## src/rtl/score_keeper.sv

```systemverilog
// Score keeper: turns line-clear results into a BCD score, a saturating line
// count, a level and the matching gravity period for the drop timer.
module score_keeper (
  input  logic        clk,
  input  logic        rst_n,
  input  logic        clear_valid,
  input  logic [3:0]  score_plus,
  output logic        clear_ready,
  input  logic        game_restart,
  output logic [15:0] score_bcd,
  output logic [9:0]  lines_total,
  output logic [3:0]  level,
  output logic [5:0]  drop_ticks,
  output logic        update_done
);

  typedef enum logic [1:0] {IDLE, ADD, UPD} state_t;

  state_t      state;
  logic [2:0]  n_lines;
  logic [3:0]  pts;
  logic [3:0]  rep;
  logic [3:0]  sub_cnt;

  logic [2:0]  n_in;
  logic [3:0]  pts_in;
  logic [10:0] lines_sum;
  logic [4:0]  sub_sum;
  logic [3:0]  level_next;
  logic [3:0]  sub_next;

  // Decimal add of p to a 4-digit BCD value; a carry out of the top digit
  // means the true sum is above 9999, so the result pins at 9999.
  function automatic logic [15:0] bcd_add(input logic [15:0] s, input logic [3:0] p);
    logic [15:0] r;
    logic [4:0]  d;
    logic [3:0]  c;
    r = '0;
    c = p;
    for (int i = 0; i < 4; i++) begin
      d = {1'b0, s[i*4 +: 4]} + {1'b0, c};
      if (d > 5'd9) begin
        r[i*4 +: 4] = 4'(d - 5'd10);
        c = 4'd1;
      end else begin
        r[i*4 +: 4] = d[3:0];
        c = 4'd0;
      end
    end
    if (c != 4'd0) r = 16'h9999;
    return r;
  endfunction

  assign clear_ready = (state == IDLE);

  always_comb begin
    n_in       = (score_plus > 4'd4) ? 3'd4 : score_plus[2:0];
    pts_in     = 4'd8;
    lines_sum  = {1'b0, lines_total} + 11'(n_lines);
    sub_sum    = {1'b0, sub_cnt} + 5'(n_lines);
    level_next = level;
    sub_next   = sub_sum[3:0];
    case (n_in)
      3'd1:    pts_in = 4'd1;
      3'd2:    pts_in = 4'd3;
      3'd3:    pts_in = 4'd5;
      default: pts_in = 4'd8;
    endcase
    if (sub_sum >= 5'd10) begin
      sub_next = 4'(sub_sum - 5'd10);
      if (level != 4'd9) level_next = level + 4'd1;
    end
  end

  // Restart outranks everything, including an operation already in flight.
  always_ff @(posedge clk or negedge rst_n) begin
    if (!rst_n) begin
      state       <= IDLE;
      n_lines     <= '0;
      pts         <= '0;
      rep         <= '0;
      sub_cnt     <= '0;
      score_bcd   <= '0;
      lines_total <= '0;
      level       <= '0;
      drop_ticks  <= 6'd48;
      update_done <= 1'b0;
    end else if (game_restart) begin
      state       <= IDLE;
      n_lines     <= '0;
      pts         <= '0;
      rep         <= '0;
      sub_cnt     <= '0;
      score_bcd   <= '0;
      lines_total <= '0;
      level       <= '0;
      drop_ticks  <= 6'd48;
      update_done <= 1'b0;
    end else begin
      update_done <= 1'b0;
      case (state)
        IDLE: begin
          if (clear_valid && n_in != 3'd0) begin
            n_lines <= n_in;
            pts     <= pts_in;
            rep     <= level + 4'd1;
            state   <= ADD;
          end
        end
        ADD: begin
          score_bcd <= bcd_add(score_bcd, pts);
          rep       <= rep - 4'd1;
          if (rep == 4'd1) state <= UPD;
        end
        UPD: begin
          lines_total <= (lines_sum > 11'd999) ? 10'd999 : lines_sum[9:0];
          sub_cnt     <= sub_next;
          level       <= level_next;
          drop_ticks  <= 6'd48 - {level_next, 2'b00};
          update_done <= 1'b1;
          state       <= IDLE;
        end
        default: state <= IDLE;
      endcase
    end
  end

endmodule

```

## config.mk

```make
export PLATFORM = sky130hd
export DESIGN_NAME = score_keeper
export DESIGN_NICKNAME = d
export VERILOG_FILES = /design/src/rtl/score_keeper.sv
export SDC_FILE = /design/constraint.sdc
export NUM_CORES = 1
export LEC_CHECK = 0
export CORE_MARGIN = 1.5
export CORE_UTILIZATION = 51
export CTS_CLUSTER_DIAMETER = 200
export DETAILED_ROUTE_END_ITERATION = 16
export GPL_ROUTABILITY_DRIVEN = 0
export GPL_TIMING_DRIVEN = 0
export PLACE_DENSITY = 0.81
export SYNTH_ARGS = -nofsm -noshare
export SYNTH_HDL_FRONTEND = slang
export SYNTH_SLANG_ARGS = --single-unit
```

## constraint.sdc

```tcl
create_clock -name clk -period 10.4 [get_ports clk]
set_input_delay 2.08 -clock clk [delete_from_list [all_inputs] [get_ports clk]]
set_output_delay 2.08 -clock clk [all_outputs]
set_load 0.02 [all_outputs]
```

**Word-level counts from Yosys, hierarchy flattened**

Cells that the tools add are included.

- Register bits after elaboration: 54
- Input bits: 8

- Equality and inequality tests: 9
- Order comparisons: 7
- $add $sub $neg: 14
- Reduce and logical (&&, ||, !) cells: 12
- Mux-type cells: 48

Operators by type and width:

| cell | number |
|---|---|
| two-way mux 4 bit | 24 |
| two-way mux 16 bit | 3 |
| two-way mux 10 bit | 3 |
| adder 4 x 4 -> 5 bit | 4 |
| greater-than comparator 5 x 4 -> 1 bit (second input constant) | 4 |
| subtractor 4 bit (second input constant) | 5 |
| two-way mux 3 bit | 4 |
| two-way mux 6 bit | 2 |
| one-hot mux 4 bit (3 select lines) | 1 |
| adder 10 x 3 -> 11 bit | 1 |
| greater-than comparator 11 x 10 -> 1 bit (second input constant) | 1 |
| one-hot mux 4 bit (2 select lines) | 1 |
| nonzero test 2 bit | 4 |
| equality test 3 x 2 -> 1 bit (second input constant) | 2 |
| two-way mux 1 bit | 6 |
| two-way mux 2 bit | 3 |
| AND reduction 2 bit | 3 |
| nonzero test 3 bit | 2 |
| subtractor 6 bit (first input constant) | 1 |
| adder 4 x 3 -> 5 bit | 1 |
| >= comparator 5 x 4 -> 1 bit (second input constant) | 1 |
| adder 4 x 1 -> 4 bit (second input constant) | 1 |
| equality test 4 x 1 -> 1 bit (second input constant) | 1 |
| greater-than comparator 4 x 3 -> 1 bit (second input constant) | 1 |
| 11 further kinds | 11 |

**Depth between registers and ports, before layout**

Gate-level depths: netlist of run 1.

- Depth in word-level cells: 24
- Gate-level depth with buffers: 26
- Gate-level depth less buffers: 26

**Worst setup path before layout of run 1**

OpenSTA, ideal clock, no wires.

- Kind: register -> register
- From: register score_bcd[0]
- To: register score_bcd[14]
- Required time: 10.323 ns
- Cell stages (with the launch flop): 27
- Path slack: 5.120 ns
- Data arrival time: 5.203 ns
- Path through: dfrtp_1 > ha_1 > inv_1 > fa_1 > xor2_1 > nand2_1 > a211oi_2 > inv_1 > ha_1 > ha_1 > inv_1 > a21oi_1 > o22a_1 > ha_1 > ha_1 > inv_1 > a21oi_1 > o22ai_1 > a21oi_1 > ha_1 > ha_1 > nand2b_1 > a21oi_1 > a21oi_1 > nor3_2 > nand2_1 > o21ai_1

- Word-level cells in the longest chain between the ends: 24

Ends and longest elaborated chain:

| what | RTL line | RTL |
|---|---|---|
| start: declaration | 10 | `output logic [15:0] score_bcd,` |
| start signal: assignment | 111 | `score_bcd <= bcd_add(score_bcd, pts);` |
| adder 4 x 4 -> 5 bit (*) | 41 | `d = {1'b0, s[i*4 +: 4]} + {1'b0, c};` |
| greater-than comparator 5 x 4 -> 1 bit (*) | 42 | `if (d > 5'd9) begin` |
| two-way mux 1 bit (*) | 42 |  |
| two-way mux 4 bit (*) | 101 | `case (state)` |
| two-way mux 4 bit (*) | 88 | `end else if (game_restart) begin` |
| adder 4 x 4 -> 5 bit (*) | 41 |  |
| greater-than comparator 5 x 4 -> 1 bit (*) | 42 |  |
| two-way mux 1 bit (*) | 42 |  |
| (+8 left out) | -- |  |
| greater-than comparator 5 x 4 -> 1 bit | 42 |  |
| two-way mux 1 bit | 42 |  |
| two-way mux 4 bit | 101 |  |
| two-way mux 4 bit | 88 |  |
| nonzero test 4 bit | 50 | `if (c != 4'd0) r = 16'h9999;` |
| two-way mux 16 bit (*) | 50 |  |
| two-way mux 16 bit (*) | 101 |  |
| two-way mux 16 bit (*) | 88 |  |

Mark *: on every way between the ends. The rest lies on a longest branch, timed or not. The select of a mux whose other input is x is not followed.
A chain may end at the register's enable or synchronous reset.

**Worst setup path in the final report of run 1**

Same ends and word-level chain as after synthesis.

==> results.txt, run 1 <==
The flow ran to the end, and the final reports show no timing, DRC or antenna violations. The startpoint identified for the worst hold timing path is pts[3]$_DFFE_PN0P_. The power density over cell area is 101 mW/mm². The analysis attributes to net switching a power of 131 µW.

The start of the worst register-to-register path is score_bcd[0]$_DFFE_PN0P_. Entering global routing, the biggest net connects 34 pins. The worst IR drop on VDD came out at 0.0529 mV. During placement, the flow inserted port buffers numbering 42.

TritonCTS built the clock tree. The data arrival time at the worst-slack endpoint came out at 6.20 ns. The remaining max-slew budget at the tightest pin came out at 49.2%. Setup repair after global routing left no endpoint under its margin. The first routing iteration left 216 violations. The worst-case hold path end point is pts[3]$_DFFE_PN0P_. The routed design has 8470 µm of wire. The share of layout cells above drive strength 1 came out at 5.93%. The total congestion overflow is 0. The vertical die dimension came out at 86.7 µm. For this run, the leading register cell type out of synthesis is dfrtp_1. The number of clock sinks seen by CTS came out at 51. The pre-antenna-repair detailed-routing pass consisted of 5 iterations. The number of different library cells used by synthesis comes to 67.

The slew at the pin closest to its max-slew limit came out at 0.761 ns. For this design the top-level I/O count stands at 46. The initial antenna violation count is 0. The number of clock buffers inserted by TritonCTS is 5. The number of hold buffers added after CTS was 0. The mapped cell area is 0.00357 mm². The wire length of the first global-routing pass came out at 14600 µm. The placed instance count is 543. The data required time of the critical path came out at 10.64 ns. The switching fraction of total power came out at 30.6%. Across all layers, the routed design uses 3225 vias. The maximum fanout along the worst path is 9. The clock-pin slew reported for the worst setup and hold paths after clock tree synthesis is 0.09 ns. The area overhead of the layout relative to synthesis is 18.3%. The highest attainable clock frequency came out at 168 MHz. The number of antenna cells inserted is 0. The DRC violations left came out at 0.

The number of cells produced by synthesis is 403. Sequential cells were found to cover 35.8% of the synthesized design area. The setup slack of the worst register-to-register path is 4.44 ns. The share of total power dissipated in the clock network is 28.2%. The worst path needs 5.96 ns of the cycle, external delays included. The die covers 0.00752 mm².

STA classifies the critical path startpoint as a register. The total of max-cap violations came out at 0. The combinational power share is 21.1%. The post-synthesis register bit count is 51. Per report_power, the sequential group accounts for 50.6% of the total. The number of enable flip-flop cells after synthesis came out at 0. Of the available clock period, the critical path in the final layout requires 57.3%. The mean area per synthesized cell is 8.86 µm². The cell depth of the worst flop-to-flop path came out at 26. STA classifies the critical path endpoint as a register. The all-layer global routing usage came out at 24.0%. The worst register-to-register path ends at score_bcd[14]$_DFFE_PN0P_. For this run, the slowest stage of the critical path takes 0.51 ns.

The total leakage power is 0.00173 µW. The setup total negative slack is 0 ns. By instance count, the cell type seen most on the critical path is ha_1. In this run the clock root is driven by a clkbuf_8. The worst-path cell with the longest stage delay is nor3_2. The fill cell total of the finished layout came out at 575.

The longest clock path from root to sink contains 2 buffers. The yosys synthesis warning count is 0. For this run, the share of the core covered by cells in the final layout is 62.2%. The internal power of the cells totals 297 µW. The critical setup path kind is register to register.

The net total in the final layout is 490. The initial cell density of the core is 52.6%. Along the worst hold path, the cell count comes to 1. Together, buffers and inverters on the worst path number 4. The final count of negative-setup-slack endpoints came out at 0. The number of slew-limit violations in the final report is 0. The floorplan has 30 rows.

Dividing the detail-routed wire length by the instance count gives 15.4 µm. Between clock sinks in the finished design, the worst skew comes to 0.0114 ns. After detailed routing, the number of vias per cell comes to 5.85.

Detailed placement ended at an HPWL of 6140 µm. The clock insertion delay at the later pin of the skew report came out at 0.31 ns. The number of standard cells in the final layout excluding fillers is 551. The die outline width came out at 86.7 µm.

The area of the multi-input gates came out at 0.00212 mm². The core box area is 0.00679 mm². The final count of hold timing violations came out at 0. The cell area after layout came out at 0.00423 mm². The async set-or-reset flop fraction in the synthesized netlist is 100%.

The area occupied by registers is 0.00128 mm². The number of global-route vias before repair is 3181. In this design, the largest share of critical-path delay is due to adder cells.

The number of H-tree branching levels is 2. The post-place instance area came out at 0.00413 mm². The classification of the worst-slack hold path is register to register. The final antenna-violating net count is 0. The number of gates resized after CTS came out at 0. The count of buffers added by post-CTS timing repair for setup is 0.
-- cells in the final DEF, fill, tap and decap left out, types with 17 or more instances in the layout --
| cell type | Yosys | final |
|---|---|---|
| clkbuf_1 | 16 | 17 |
| nor2_1 | 33 | 33 |
| clkdlybuf4s50_1 | 0 | 41 |
| a21oi_1 | 31 | 31 |
| nand2_1 | 33 | 33 |
| o21ai_0 | 19 | 19 |
| nor3_1 | 25 | 25 |
| ha_1 | 25 | 25 |
| inv_1 | 24 | 24 |
| dfrtp_1 | 49 | 49 |
-- through the flow --
stage | setup slack [ns] | power (µW) | hold slack, ns
2_1_floorplan | 5.12 | 277 | 0.468
3_3_place_gp | 4.62 | 306 | 0.484
3_5_place_dp | 4.44 | 310 | 0.484
4_1_cts | 4.42 | 430 | 0.506
5_1_grt | 3.93 | 451 | 0.540
6_report | 4.44 | 428 | 0.501
-- area by class of cell --
class	count	share of cell area, %
tap	96	2.84
buffer	20	2.04
sequential	51	30.3
multi-input combinational	309	50.2
inverter	24	2.13
clock inverter	1	0.207
timing repair buffer	43	10.3
clock buffer	7	2.04
-- worst register-to-register path, cell delays in order, from the launching register on --
cell and delay, ns:
dfrtp_1 0.39, ha_1 0.19, inv_1 0.06, fa_1 0.39
xor2_1 0.26, nand2_1 0.13, a211oi_2 0.38, inv_1 0.13
ha_1 0.23, ha_1 0.32, inv_1 0.15, a21oi_1 0.09
o22a_1 0.26, ha_1 0.22, ha_1 0.34, inv_1 0.11
a21oi_1 0.15, o22ai_1 0.09, a21oi_1 0.31, ha_1 0.24
ha_1 0.25, nand2b_1 0.15, a21oi_1 0.14, a21oi_1 0.16
nor3_2 0.51, nand2_1 0.11, o21ai_1 0.12
-- Yosys cell counts (all sizes together) (7+ instances only) --
| cell | n | area share, % |
|---|---|---|
| inv | 24 | 2.5 |
| mux2i | 7 | 2.0 |
| nor2 | 34 | 3.6 |
| a21oi | 31 | 4.3 |
| nand2 | 33 | 3.5 |
| dfrtp | 49 | 34 |
| clkbuf | 16 | 1.7 |
| ha | 25 | 8.8 |
| nand3 | 7 | 0.98 |
| xor2 | 9 | 2.2 |
| a22o | 9 | 2.2 |
| xnor2 | 12 | 2.9 |
| o21ai | 28 | 4.0 |
| nor3 | 26 | 3.8 |
-- worst max path at each step --
stage / slack [ns] / start / end / depth (start not counted)
3_3_place_gp: 4.62 / score_bcd[0]$_DFFE_PN0P_ / score_bcd[14]$_DFFE_PN0P_ / 26
6_report: 4.44 / score_bcd[0]$_DFFE_PN0P_ / score_bcd[14]$_DFFE_PN0P_ / 26
2_1_floorplan: 5.12 / score_bcd[0]$_DFFE_PN0P_ / score_bcd[14]$_DFFE_PN0P_ / 26
4_1_cts: 4.42 / score_bcd[0]$_DFFE_PN0P_ / score_bcd[14]$_DFFE_PN0P_ / 26
5_1_grt: 3.93 / score_bcd[0]$_DFFE_PN0P_ / score_bcd[14]$_DFFE_PN0P_ / 26
3_5_place_dp: 4.44 / score_bcd[0]$_DFFE_PN0P_ / score_bcd[14]$_DFFE_PN0P_ / 26
-- flip-flops by register name, summed over array words and instances, names as in the netlist --
register     flops
update_done      1
sub_cnt          4
drop_ticks       3
n_lines          3
rep              4
state            2
level            4
lines_total     10
pts              4
score_bcd       16
-- power groups by stage --
stage / clock network [µW] / logic [µW] / registers [µW]
floorplan: 0 / 53.5 / 223
global placement: 0 / 86.1 / 220
detailed placement: 0 / 89.8 / 221
CTS: 123 / 90.4 / 217
global route: 131 / 101 / 218
finish: 121 / 90.4 / 217
-- routing by layer --
metal	wire, µm	track usage (%)	vias up
li1	-	-	1558
met1	3850	32.1	1575
met4	59	6.16	0
met2	4200	41.4	83
met5	0	0	-
met3	364	2.76	9
-- logic make-up (layout without fill, tap and decap cells) --
family / count (synthesis) / after routing / share of synthesized area (%)
and+or+nand+nor: 132 / 132 / 18.1
AOI/OAI and AO/OA: 119 / 119 / 23.5
DFF: 51 / 51 / 35.8
buffers and inverters: 44 / 95 / 4.94
adders and majority gates: 28 / 28 / 10.4
xor gates and xnor gates: 21 / 21 / 5.15
muxes: 7 / 7 / 1.96
other: 1 / 2 / 0.105
No activity file was read; power rests on OpenSTA's default activity.
==> run 2: changes to the inputs <==
clock period = 5.73 ns   (was 10.4 ns; I/O delays follow)
==> run 2 against run 1 <==
Against the previous run: routed wire length up 3.2%; core utilization up 1.2 points; global-route usage up 0.35 points; final cell count up 0.73%; total power up 83%; flip-flop and latch count unchanged; largest power group unchanged; sequential power up 82%.
==> results.txt, run 2 (synthesized netlist as in run 1, its figures left out) <==
The number of antenna cells inserted came to 0 (unchanged). The number of clock sinks seen by CTS is 51 (unchanged). The most common library cell in the layout ignoring fill and taps is dfrtp_1. The average via count per standard cell is 5.84 (-0.17%). The classification of the worst-slack hold path is register to register. The setup slack of the critical path after layout came out at 0.315 ns (-4.12 ns). The setup slack at placement came out at -0.229 ns (-4.67 ns). The highest attainable clock frequency is 185 MHz (+10%). Ranked by flip-flop count, first place goes to score_bcd. The detailed-placement wirelength estimate came to 6140 µm (unchanged). The slew at the pin closest to its max-slew limit came to 0.752 ns (-0.00896 ns).

The clock-pin slew reported for the worst setup and hold paths after clock tree synthesis is 0.10 ns (about the same). The initial cell density of the core is 52.6% (unchanged). The number of vias in the routed layout is 3243 (+0.56%). The slowest stage of the critical path belongs to the cell fa_1.

The internal power came out at 542 µW (+82%). The final antenna-violating net count is 0 (unchanged). The DRC violations left is 0 (unchanged).

TritonCTS built the clock tree. The iteration-0 DRC count of the detailed router came to 227 (+5.1%). The power density over cell area was 182 mW/mm² (+79%). The die outline width came to 86.7 µm (unchanged). The total of max-cap violations is 0 (unchanged).

The critical path in this run is classified as register to register. The share of the cycle needed by the critical path after routing is 94.5% (+37 points). The number of slew-limit violations in the final report is 0 (unchanged). The final count of negative-setup-slack endpoints is 0 (unchanged). The flip-flop count of the largest register after layout came out at 16 (unchanged). The largest net degree at the start of global routing came to 34 (unchanged). The switching fraction of total power was 30.7% (+0.076 points). The most numerous cell type found on the critical path is ha_1.

The critical path's largest stage delay came out at 0.43 ns (-0.08 ns). The worst IR drop on VDD is 0.0957 mV (+81%). The total congestion overflow was 0 (unchanged). The share of layout cells above drive strength 1 is 8.06% (+2.1 points). The data required time of the critical path is 5.97 ns (-4.67 ns). The post-route minimum period came out at 5.42 ns (-0.546 ns). The I/O pin total is 46 (unchanged). The area enclosed by the die boundary was 0.00752 mm² (unchanged). The data arrival time at the worst-slack endpoint came to 5.66 ns (-0.54 ns).

The reported net switching power came out at 240 µW (+83%). The tree is rooted in a clkbuf_8. The worst clock skew is 0.0101 ns (-0.00133 ns). The number of clock buffers inserted by TritonCTS was 5 (unchanged). The worst setup path is captured at a register. The vertical die dimension is 86.7 µm (unchanged). The area overhead of the layout relative to synthesis came out at 20.6%. The number of H-tree branching levels came out at 2 (unchanged). The all-layer global routing usage is 24.3% (+0.35 points). The total leakage power was 0.00176 µW (+1.5%). The proportion of power drawn by flip-flops and latches came out at 50.3% (-0.3 points).

The combinational power share is 21.7% (+0.6 points). The number of I/O port buffers is 42 (unchanged). The wire length of the first global-routing pass came out at 14800 µm (+1.8%). The maximum buffer depth of the clock tree is 2 (unchanged). The final wirelength came out at 8750 µm (+3.2%). The number of global-route vias before repair is 3225 (+1.4%). The proportion of power drawn by the clock network came out at 28.0% (-0.2 points). The number of optimization iterations in the first detailed-route pass is 5 (unchanged). The per-cell routed wire length was 15.8 µm (+2.5%).

The site row count is 30 (unchanged). In the layout the commonest cells are dfrtp_1 (49), clkdlybuf4s50_1 (41), nand2_1 (33), nor2_1 (33), a21oi_1 (28). The core box area was 0.00679 mm² (unchanged).

The final count of hold timing violations came out at 0 (unchanged). The maximum fanout along the worst path came out at 9 (unchanged). The hold-fix buffer count after cts was 0 (unchanged). The initial antenna violation count is 0 (unchanged). In the final layout, the registers with the most flip-flops are score_bcd: 16 flops, lines_total: 10 flops. The worst hold-check slack came out at 0.501 ns (+0.000344 ns).

The remaining max-slew budget at the tightest pin is 49.4% (+0.21 points). The run finished with clean final reports. The net total in the final layout was 494 (+0.82%). The clock insertion delay at the later pin of the skew report is 0.31 ns (about the same). The startpoint class of the critical path is a register.
[run 2: repair_timing]
item                                    4_1_cts  5_1_grt
setup buffers                                 2        2
endpoints found under the setup margin       13       15
pin swaps                                     1        2
resized for setup                             4        5
[run 2: path summary, 6_finish.rpt]
kind | start | cells after the start | slack [ns] | end
min reg2reg | pts[3]$_DFFE_PN0P_ | 1 | 0.50 | pts[3]$_DFFE_PN0P_
min in group asynchronous | rst_n | 1 | 0.77 | score_bcd[13]$_DFFE_PN0P_
max | score_bcd[0]$_DFFE_PN0P_ | 26 | 0.31 | score_bcd[14]$_DFFE_PN0P_
max reg2reg | score_bcd[0]$_DFFE_PN0P_ | 26 | 0.31 | score_bcd[14]$_DFFE_PN0P_
min | pts[3]$_DFFE_PN0P_ | 1 | 0.50 | pts[3]$_DFFE_PN0P_
max in group asynchronous | rst_n | 2 | 4.34 | drop_ticks[4]$_DFFE_PN1P_
[run 2: layout make-up]
| type | instances | area [µm²] |
|---|---|---|
| clock buffers | 7 | 86.3 |
| multi-input cells | 309 | 2170 |
| fillers | 561 | 2480 |
| repair buffers | 47 | 465 |
| plain buffers | 20 | 86.3 |
| well taps | 96 | 120 |
| inverters | 24 | 90.1 |
| clock inverters | 1 | 8.76 |
| flip-flops and latches | 51 | 1280 |
[run 2: worst max-delay path, delay by kind of cell, from the launching register on]
| kind | cells | cell delay, ns |
|---|---|---|
| flip-flops | 1 | 0.39 |
| XOR/XNOR | 1 | 0.21 |
| AO/OA/AOI/OAI | 9 | 1.57 |
| AND/OR/NAND/NOR | 4 | 0.56 |
| buffers and inverters | 4 | 0.42 |
| adder cells (fa/ha/maj) | 8 | 2.19 |
[run 2: power groups by stage]
stage / logic (µW) / clock network [µW] / registers, µW
final: 169 / 219 / 394
after global routing: 190 / 239 / 396
after CTS: 166 / 223 / 393
after detailed placement: 163 / 0 / 400
after global placement: 156 / 0 / 399
after floorplan: 97.0 / 0 / 406
[run 2: per-layer routing]
| layer | global-route usage [%] | wire length (µm) | vias up | part of all wire, % |
|---|---|---|---|---|
| li1 | - | - | 1562 | - |
| met1 | 32.7 | 3980 | 1588 | 45 |
| met2 | 42.1 | 4380 | 86 | 50 |
| met3 | 2.76 | 335 | 7 | 3.8 |
| met4 | 5.87 | 54 | 0 | 0.62 |
| met5 | 0 | 0 | - | 0 |
[run 2: metrics by stage]
step	std cells	setup TNS, ns	instance area (µm²)	util [%]	total power [µW]
floorplan	404	0	3580	-	503
global placement	542	-0.198	4120	60.6	556
detailed placement	543	-1.70	4130	60.8	563
CTS	553	0	4260	62.7	783
global route	555	-0.128	4310	63.4	825
finish	555	0	4310	63.4	782
==> run 3: changes to the inputs <==
CORE_UTILIZATION = 35   (was 51)
PLACE_DENSITY = 0.61   (was 0.81)
==> run 3 against run 2 <==
Against the previous run: worst setup slack better by 0.027 ns; first-iteration DRC count is 31% lower; via count down 1.9%; combinational power hardly changed; clock-buffer cell count down 2; critical endpoint is now score_bcd[10]$_DFFE_PN0P_; fmax rose by 0.50%.
==> results.txt, run 3 (synthesized netlist as in run 1, its figures left out) <==
The run finished with clean final reports. The power density over cell area came to 187 mW/mm² (+2.9%). The area occupied by registers is 0.00128 mm² (unchanged). In this run the critical register-to-register path is captured at score_bcd[10]$_DFFE_PN0P_. The wire length of the first global-routing pass came out at 14800 µm (about the same). The setup total negative slack was 0 ns (unchanged). The number of antenna cells inserted came to 0 (unchanged). The I/O pin total is 46 (unchanged). TritonCTS built the clock tree.

The data arrival time at the worst-slack endpoint came out at 5.60 ns (-0.06 ns). The worst hold path begins at pts[3]$_DFFE_PN0P_. The site row count is 36 (+20%).

score_bcd holds more flip-flops than any other register. CTS placed an instance of clkbuf_8 at the clock tree root. The number of vias in the routed layout is 3181 (-1.9%). The number of slew-limit violations in the final report came out at 0 (unchanged). The total congestion overflow is 0 (unchanged). The final count of negative-setup-slack endpoints came out at 0 (unchanged). The number of I/O port buffers is 42 (unchanged). The final wirelength came to 8880 µm (+1.5%). The worst IR drop on VDD was 0.103 mV (+7.1%). The average via count per standard cell is 5.35 (-8.5%). The vertical die dimension came to 104 µm (+20%). The all-layer global routing usage came to 16.5% (-7.8 points).

The number of optimization iterations in the first detailed-route pass came to 4 (-1). The data required time of the critical path is 5.94 ns (-0.03 ns). The number of clock sinks seen by CTS came out at 51 (unchanged). The highest attainable clock frequency came to 186 MHz (+0.50%). The core box area is 0.00982 mm² (+45%).

The instance count along the most critical hold path is 1 (unchanged). The net total in the final layout was 497 (+0.61%). The share of layout cells above drive strength 1 came out at 8.66% (+0.60 points). The worst hold-check slack came out at 0.513 ns (+0.0120 ns). The remaining max-slew budget at the tightest pin is 51.2% (+1.7 points).

In the final layout, the registers with the most flip-flops are score_bcd: 16 flops, lines_total: 10 flops. The DRC violations left is 0 (unchanged). The number of standard cells in the final layout excluding fillers came out at 595 (+7.2%). The slew at the pin closest to its max-slew limit is 0.726 ns (-0.0260 ns).

The share of the cycle needed by the critical path after routing came out at 94.0% (-0.47 points). The area overhead of the layout relative to synthesis came out at 23.0%. The hold-fix buffer count after cts came out at 0 (unchanged). Leaving out fill and tap cells, the most frequent cell in the layout is dfrtp_1. The number of H-tree branching levels is 2 (unchanged). The die outline width was 104 µm (+20%). The maximum buffer depth of the clock tree came out at 2 (unchanged). The final count of hold timing violations is 0 (unchanged). The fill cell total of the finished layout was 998 (+78%).

The total of max-cap violations is 0 (unchanged). The setup slack at placement came out at -0.220 ns (+0.00829 ns). The critical path's most frequent cell is ha_1. The clock-pin slew reported for the worst setup and hold paths after clock tree synthesis is 0.11 ns (about the same).

The worst clock skew is 0.00998 ns (-0.0000779 ns). The startpoint identified for the worst register-to-register timing path is score_bcd[0]$_DFFE_PN0P_. The initial cell density of the core came out at 36.4% (-16 points). The area of the multi-input gates is 0.00216 mm² (-0.58%). The path with the worst hold slack has its endpoint at pts[3]$_DFFE_PN0P_.

By startpoint and endpoint, the worst setup path is classified as register to register. The number of clock buffers inserted by TritonCTS is 5 (unchanged). The maximum fanout along the worst path is 6 (-3). The detailed-placement wirelength estimate came out at 6360 µm (+3.5%).

The overall power consumption was 821 µW (+5.0%). The post-route minimum period came out at 5.39 ns (-0.0270 ns). On the critical path, the stage with the largest delay is an instance of fa_1.

The clock insertion delay at the later pin of the skew report was 0.31 ns (about the same). The per-cell routed wire length is 14.9 µm (-5.3%). The setup slack of the worst register-to-register path came to 0.34 ns (+0.03 ns). The total leakage power is 0.00179 µW (+1.8%). The top cell types in the final layout, fill and taps aside, are dfrtp_1 (49), clkdlybuf4s50_1 (41), nand2_1 (33), nor2_1 (33), a21oi_1 (28). The number of global-route vias before repair came out at 3039 (-5.8%). The cell depth of the worst flop-to-flop path is 26 (unchanged).

The initial antenna violation count is 0 (unchanged). The placed instance count came out at 580 (+6.8%). The flip-flop count of the largest register after layout is 16 (unchanged).

The area enclosed by the die boundary was 0.0108 mm² (+44%). STA classifies the critical path endpoint as a register. The worst setup path is launched from a register. The worst hold path belongs to the class register to register. The setup slack of the critical path after layout is 0.342 ns (+0.0270 ns). The final antenna-violating net count is 0 (unchanged). The largest net degree at the start of global routing came out at 38 (+12%). The critical path's largest stage delay is 0.42 ns (about the same). The iteration-0 DRC count of the detailed router came out at 156 (-31%).
run 3: worst max-delay path by stage:
| stage | startpoint | endpoint | slack (ns) |
|---|---|---|---|
| after floorplan | score_bcd[0]$_DFFE_PN0P_ | score_bcd[14]$_DFFE_PN0P_ | 0.45 |
| after global placement | score_bcd[0]$_DFFE_PN0P_ | score_bcd[14]$_DFFE_PN0P_ | -0.13 |
| after detailed placement | score_bcd[0]$_DFFE_PN0P_ | score_bcd[10]$_DFFE_PN0P_ | -0.22 |
| after CTS | score_bcd[0]$_DFFE_PN0P_ | score_bcd[10]$_DFFE_PN0P_ | 0.01 |
| after global routing | score_bcd[0]$_DFFE_PN0P_ | score_bcd[14]$_DFFE_PN0P_ | -0.04 |
| final | score_bcd[0]$_DFFE_PN0P_ | score_bcd[10]$_DFFE_PN0P_ | 0.34 |
run 3: where the power goes:
group	switching, µW	leakage, µW	total [µW]	internal [µW]
clock	131	0.0000581	261	130
combinational	100	0.00104	167	66.6
sequential	17.5	0.000695	394	376
total	248	0.00179	821	573
run 3: per-layer routing:
layer  vias to the layer above  wire length (µm)  global-route usage [%]
met5                         -                 0                       0
met4                         0                98                    3.57
met3                        11               426                    2.88
met2                        79              4290                    27.3
met1                      1523              4060                    22.5
li1                       1568                 -                       -
run 3: layout make-up:
| cell class | instances | area share [%] |
|---|---|---|
| inverter | 24 | 2.05 |
| multi-input combinational | 309 | 49.2 |
| tap | 133 | 3.79 |
| timing repair buffer | 50 | 11.4 |
| clock buffer | 5 | 1.57 |
| sequential | 51 | 29.1 |
| buffer | 20 | 1.96 |
| clock inverter | 3 | 0.996 |
run 3: critical path: cells and delay by family, from the launching register on:
kind | cells | cell delay [ns]
AND/OR/NAND/NOR | 3 | 0.35
AO/OA/AOI/OAI | 9 | 1.45
XOR/XNOR | 1 | 0.23
adder cells (fa/ha/maj) | 8 | 2.23
flip-flops | 1 | 0.39
buffers and inverters | 5 | 0.61
run 3: timing repair:
action                                  CTS  global route
endpoints found under the setup margin   13            15
endpoints found under the hold margin     0             0
gates resized for setup                   2             6
pin swaps                                 0             1
setup buffers                             2             5
run 3: stage by stage:
step           cell area (µm²)  util (%)
6_report                  4400      44.8
4_1_cts                   4320      43.9
3_3_place_gp              4160      42.4
3_5_place_dp              4180      42.5
2_1_floorplan             3580         -
5_1_grt                   4400      44.8
